[src/rtl/act_skew_feeder.sv]
// rtl/act_skew_feeder.sv - diagonal skew feeder for the systolic array left edge
module act_skew_feeder #(
    parameter int DATASIZE    = 8,
    parameter int ARRAYHEIGHT = 4,
    parameter int CNTW        = 16
) (
    input  logic                            clk,
    input  logic                            rst,
    input  logic                            start,
    input  logic [CNTW-1:0]                 num_vec,
    input  logic                            in_valid,
    output logic                            in_ready,
    input  logic [DATASIZE*ARRAYHEIGHT-1:0] in_act,
    output logic [DATASIZE*ARRAYHEIGHT-1:0] out_left_act,
    output logic [ARRAYHEIGHT-1:0]          out_act_valid,
    output logic                            busy,
    output logic                            done
);

    // Drain counter only needs to reach ARRAYHEIGHT-1; keep at least one bit.
    localparam int DW = (ARRAYHEIGHT > 1) ? $clog2(ARRAYHEIGHT) : 1;

    typedef enum logic [1:0] {
        S_IDLE,
        S_STREAM,
        S_DRAIN
    } state_t;

    state_t          state;
    logic [CNTW-1:0] num_lat;
    logic [CNTW-1:0] cnt;
    logic [DW-1:0]   dcnt;
    logic            accept;

    // in_ready is a registered copy of "state is STREAM", so accept never
    // depends combinationally on anything but in_valid and flops.
    assign accept = in_valid & in_ready;

    // Job sequencer: latch length, count accepted beats, flush the skew, pulse done.
    always_ff @(posedge clk or posedge rst) begin
        if (rst) begin
            state    <= S_IDLE;
            in_ready <= 1'b0;
            busy     <= 1'b0;
            done     <= 1'b0;
            num_lat  <= '0;
            cnt      <= '0;
            dcnt     <= '0;
        end else begin
            done <= 1'b0;
            case (state)
                S_IDLE: begin
                    if (start) begin
                        if (num_vec != '0) begin
                            num_lat  <= num_vec;
                            cnt      <= '0;
                            state    <= S_STREAM;
                            in_ready <= 1'b1;
                            busy     <= 1'b1;
                        end else begin
                            done <= 1'b1;
                        end
                    end
                end
                S_STREAM: begin
                    if (accept) begin
                        cnt <= cnt + CNTW'(1);
                        if (cnt + CNTW'(1) == num_lat) begin
                            state    <= S_DRAIN;
                            in_ready <= 1'b0;
                            dcnt     <= '0;
                        end
                    end
                end
                S_DRAIN: begin
                    // The last accepted element reaches the bottom row output on
                    // the ARRAYHEIGHT-th drain cycle; done follows right after.
                    if (dcnt == DW'(ARRAYHEIGHT - 1)) begin
                        state <= S_IDLE;
                        busy  <= 1'b0;
                        done  <= 1'b1;
                    end else begin
                        dcnt <= dcnt + DW'(1);
                    end
                end
                default: begin
                    state    <= S_IDLE;
                    in_ready <= 1'b0;
                    busy     <= 1'b0;
                end
            endcase
        end
    end

    for (genvar r = 0; r < ARRAYHEIGHT; r++) begin : g_row
        logic [DATASIZE-1:0] d_q [r+1];
        logic                v_q [r+1];

        // Row r delay line of r+1 stages; the head takes the accepted element
        // or a zero bubble every cycle so the diagonal skew never collapses.
        always_ff @(posedge clk or posedge rst) begin
            if (rst) begin
                for (int j = 0; j <= r; j++) begin
                    d_q[j] <= '0;
                    v_q[j] <= 1'b0;
                end
            end else begin
                d_q[0] <= accept ? in_act[r*DATASIZE +: DATASIZE] : '0;
                v_q[0] <= accept;
                for (int j = 1; j <= r; j++) begin
                    d_q[j] <= d_q[j-1];
                    v_q[j] <= v_q[j-1];
                end
            end
        end

        assign out_left_act[r*DATASIZE +: DATASIZE] = d_q[r];
        assign out_act_valid[r]                     = v_q[r];
    end

endmodule
[config.mk]
export PLATFORM = sky130hd
export DESIGN_NAME = act_skew_feeder
export DESIGN_NICKNAME = d
export VERILOG_FILES = /design/src/rtl/act_skew_feeder.sv
export SDC_FILE = /design/constraint.sdc
export NUM_CORES = 1
export LEC_CHECK = 0
export CAP_MARGIN = 20
export CELL_PAD_IN_SITES_DETAIL_PLACEMENT = 0
export CELL_PAD_IN_SITES_GLOBAL_PLACEMENT = 1
export CORE_UTILIZATION = 45
export DETAILED_ROUTE_END_ITERATION = 8
export DONT_BUFFER_PORTS = 1
export GPL_TIMING_DRIVEN = 0
export HOLD_SLACK_MARGIN = 0.08
export MAX_ROUTING_LAYER = met4
export PLACE_DENSITY = 0.8
export SLEW_MARGIN = 0
export SYNTH_ARGS = -nofsm -noshare
export SYNTH_HDL_FRONTEND = slang
export SYNTH_SLANG_ARGS = --single-unit
[constraint.sdc]
create_clock -name clk -period 3.4 [get_ports clk]
set_clock_uncertainty 0.05 [all_clocks]
set_input_delay 0.34 -clock clk [delete_from_list [all_inputs] [get_ports clk]]
set_output_delay 0.34 -clock clk [all_outputs]
set_load 0.1 [all_outputs]
After elaboration in Yosys (flattened, before gate mapping)
Cells that the tools add are included.

Multipliers: 0. Eq/ne operators: 10. $lt $le $gt $ge: 0. Reductions and logical operators: 10. $add $sub $neg: 2. Bitwise operators: 3. Divide/modulo/power cells: 0. Multiplexer cells: 29. Shift operators: 0.

Operator list (number): $mux 16 (3); $mux 8 (4); $pmux 16 s2 (1); $add 16x1->16 const B (1); $eq 16x16->1 (1); $mux 2 (8); $reduce_bool 16->1 (1); $ne 2x2->1 const B (6); $reduce_and 4->1 (3); $reduce_and 5->1 (2); $mux 1 (8); $pmux 1 s3 (2); $pmux 2 s3 (1); $eq 2x2->1 const B (2); $pmux 2 s2 (1); $reduce_bool 2->1 (2); $reduce_and 3->1 (1); $add 2x1->2 const B (1); $eq 2x1->1 const B (1); $logic_not 2->1 (1); $not 1->1 (2); $pmux 1 s2 (1); $and 1x1->1 (1).

Logic and storage cells: 75. Output and inout port bits: 39. Memories: 0. Input port bits: 52. Register bits after elaboration: 123. Memory bits (writable): 0. Latch bits: 0. Memory bits (read-only): 0.

Longest topological paths before layout
Depth after elaboration: 5. Gate-level depth with buffers: 9. Gate-level depth less buffers: 8.

Worst setup path after synthesis
Ideal clock, no wire load.

Path type: register -> register. Start point: register cnt[0]. End point: register in_ready. Setup time: 139 ps. Buffers on the path: 1. Data arrival time: 2094 ps. Stages on the path, launching flop included: 10. Clock period less this slack: 2283 ps. Setup slack: 1117 ps. Required time: 3211 ps. Cell sequence: dfrtp_1 > ha_1 > buf_2 > and4_1 > or4b_4 > xnor2_2 > a21oi_1 > nand4_2 > nor3_2 > o32ai_2.

Longest elaborated chain between the ends: 4.

RTL lines: start, declared (line 31) `logic [CNTW-1:0] cnt;`; start signal, assigned (line 67) `cnt <= cnt + CNTW'(1);`; $add 16x1->16 (line 68) `if (cnt + CNTW'(1) == num_lat) begin`; $eq 16x16->1 (line 68); $ne 2x2->1 (no line); $reduce_and 5->1 (no line); end signal, assigned (line 58) `in_ready <= 1'b1;`; end signal, assigned (line 70) `in_ready <= 1'b0;`; end signal, assigned (line 88) `in_ready <= 1'b0;`; end, declared (line 12) `output logic in_ready,`.

No other way between the ends. A chain may end at the register's enable or synchronous reset.

Worst setup path in the final report
Start point: register cnt[0]. End point: register dcnt[0].

Longest elaborated chain between the ends: 4.

RTL lines: $add 16x1->16 (line 68); $eq 16x16->1 (line 68); $ne 2x2->1 (no line); $reduce_and 4->1 (no line); end signal, assigned (line 83) `dcnt <= dcnt + DW'(1);`; end, declared (line 32) `logic [DW-1:0] dcnt;`.

No other way between the ends.

==> impl_metrics.json <==
{
  "post_cts_buffers": 0,
  "grt_usage_pct": 20.0,
  "ys_top_cells_by_area": "dfrtp_1, and3_1, mux2_2",
  "finalSetupTns_ps": 0,
  "hp-class": "in2reg",
  "row_count": 37,
  "post_cts_resize_count": 0,
  "crit_fanout": 8,
  "yosys.area_share.simple_pct": 13.8,
  "place.gp.congestion": 0.833,
  "avgSynthCellArea_um2": 12.4,
  "crit_required_ps": 3750,
  "synth_top_area_share_pct": 63.8,
  "cap_viol_max_count": 0,
  "drive_gt1_share_pct": 21.3,
  "cts_sinks": 123,
  "worstSetupPathType": "reg2reg",
  "yosys.area.top_type": "dfrtp_1",
  "synth.cells.most_frequent": "dfrtp_1, and3_1, buf_4, o21ai_0, nand2_1",
  "multiInputGateArea_um2": 1440,
  "vias": 3082,
  "syn_area_um2": 4820,
  "hp-start": "in_valid",
  "grt_pass1_vias": 3146,
  "dp.cells": 527,
  "worstPathArrival_ps": 2930,
  "synthXorXnorAreaFrac_pct": 3.79,
  "synth-adder-area-share_pct": 0.727,
  "numCtsBuffers": 17,
  "fin_crit_sh_pct": 76.0,
  "tightest_slew_ps": 924,
  "overflow": 0,
  "synth_top_family_by_area": "simple AND/OR/NAND/NOR gates",
  "use_met3_pct": 5.32,
  "hold_viol_final": 0,
  "port_buffers": 0,
  "final_core_util_pct": 59.6,
  "wl_um": 9620,
  "core-area_um2": 10400,
  "powerDensity_nw_per_um2": 669,
  "fmax_mhz": 387,
  "syn_to_final_growth_pct": 28.3,
  "drt_pass1_iterations": 5,
  "drt-initial-drc-count": 159,
  "place_hpwl_um": 6180,
  "rsz0062_at_grt": "false",
  "start_util_pct": 46.5,
  "num_io_pins": 91,
  "die_x_um": 106,
  "fill_cells": 843,
  "route.antenna.remaining_nets": 0,
  "synth-edff-count": 0,
  "synth_compound_area_share_pct": 7.27,
  "ys_seq_area_share_pct": 63.8,
  "startpoint_type": "flop",
  "max_slew_margin_pct": 38.4,
  "die-area_um2": 11100,
  "gr-usage-met1_pct": 24.0,
  "clock_path_buffers": 2,
  "htreeDepth": 4,
  "clk_pin_slew_worst_paths_ps": 60,
  "worstSetupEndpointType": "flop",
  "synth_mux_area_share_pct": 4.18,
  "ys.flop_type": "dfrtp_1",
  "reg2reg_from": "cnt[0]",
  "die_height_um": 106,
  "grt_first_pass_wirelength_um": 16100,
  "final_max_slew_viol_count": 0,
  "status": "finished, final reports clean",
  "synth_seq_cells": 123,
  "clk_latency_ps": 510,
  "synth_cell_types": 48,
  "dpl_worst_slack_ps": 766,
  "syn_inst": 388,
  "route.detailed.drc": 0,
  "setup_viol": 0,
  "grt_start_max_net_pins": 38,
  "ir_worst_vdd_v": 0.000372,
  "fin_ws_ps": 816,
  "regArea_um2": 3080,
  "syn_nets": 442,
  "antenna_found_initial": 0,
  "fin_crit_ps": 2580,
  "startpoint": "cnt[0]",
  "grt.busiest_layer": "met2",
  "tritoncts": "built",
  "viasPerCell": 5.04,
  "root_buffer": "clkbuf_8",
  "grtUsageMet2_pct": 32.2,
  "synthArstFlopShare_pct": 100,
  "cts-hold-fix-buffers": 51,
  "final_nets": 516,
  "final_cells": 611,
  "whs_ps": 169,
  "avgRoutedWirePerCell_um": 15.7,
  "yosys_warnings": 0,
  "yosysMostFrequentCell": "dfrtp_1",
  "diodes": 0,
  "p_leak_nw": 2.92
}
-- worst max-delay path, stage by stage, from the launching register on --
cell,delay [ps]
dfrtp_1,420
ha_1,170
buf_2,170
and4_1,290
or4b_4,520
xnor2_2,160
a21oi_1,170
nand4_2,160
nor3_2,260
o21ai_1,100
-- power by group --
group          leakage [nW]  internal (mW)  switching, mW
clock network         0.290           1.07          0.708
logic                  1.06          0.218          0.384
registers              1.57           1.59          0.168
-- cell usage in the layout, fill, tap and decap left out, drive strengths merged, types with 3 or more instances in the layout --
| master | netlist | layout |
|---|---|---|
| a21oi | 9 | 9 |
| clkbuf | 10 | 27 |
| xnor2 | 14 | 14 |
| or3 | 4 | 4 |
| inv | 10 | 18 |
| and2 | 5 | 5 |
| nor4 | 5 | 5 |
| nand2b | 3 | 3 |
| o31ai | 6 | 6 |
| and3 | 39 | 39 |
| dlygate4sd3 | 0 | 51 |
| o21ai | 26 | 26 |
| nor2 | 14 | 14 |
| dfrtp | 123 | 123 |
| nand3 | 5 | 5 |
| clkinv | 0 | 3 |
| xor2 | 6 | 6 |
| buf | 34 | 38 |
| nand2 | 23 | 23 |
| mux2 | 17 | 17 |
| nand4 | 6 | 6 |
-- through the flow --
stage / power, mW / instance area (um^2)
finish: 4.14 / 6180
global route: 4.31 / 6180
CTS: 4.17 / 6160
detailed placement: 2.32 / 5050
global placement: 2.30 / 4990
floorplan: 2.23 / 4820
-- metal layers --
metal  vias up  part of all wire [%]  routed length [um]
met1      1508                    44                4200
met5         -                     0                   0
met3        14                   4.2                 408
li1       1471                     -                   -
met4         0                   1.4                 139
met2        89                    51                4880
-- registers in the layout, indices dropped and copies added (netlist names) --
name	flops
out_left_act	24
done	1
busy	1
num_lat	16
cnt	16
dcnt	2
g_row.v_q	3
state	2
g_row.d_q	56
out_act_valid	1
in_ready	1
-- cell families (layout without fill, tap and decap cells) --
kind of cell	after synthesis	count (layout)
flip-flops	123	123
AND/OR/NAND/NOR	115	115
AO/OA/AOI/OAI	55	55
buffers and inverters	54	141
XOR/XNOR	20	20
multiplexers	18	18
adder cells (fa/ha/maj)	3	3
-- final timing paths --
| kind | to | slack (ps) | cells past startpoint |
|---|---|---|---|
| min in group asynchronous | out_left_act[11] | 320 | 2 |
| setup reg to reg | dcnt[0] | 820 | 9 |
| setup / recovery | dcnt[0] | 820 | 9 |
| max in group asynchronous | g_row[3].v_q[2] | 2170 | 4 |
| hold reg to reg | g_row[3].d_q[10] | 290 | 0 |
| hold / removal | g_row[3].d_q[27] | 170 | 2 |
-- final cells by class --
| cell class | count | share of cell area, % |
|---|---|---|
| clock inverter | 15 | 2.85 |
| sequential | 123 | 49.8 |
| buffer | 44 | 4.37 |
| multi-input combinational | 211 | 23.2 |
| clock buffer | 17 | 6.70 |
| inverter | 10 | 0.668 |
| tap | 136 | 2.75 |
| timing repair buffer | 55 | 9.67 |
Note: power is estimated with default switching activity, not from simulation.
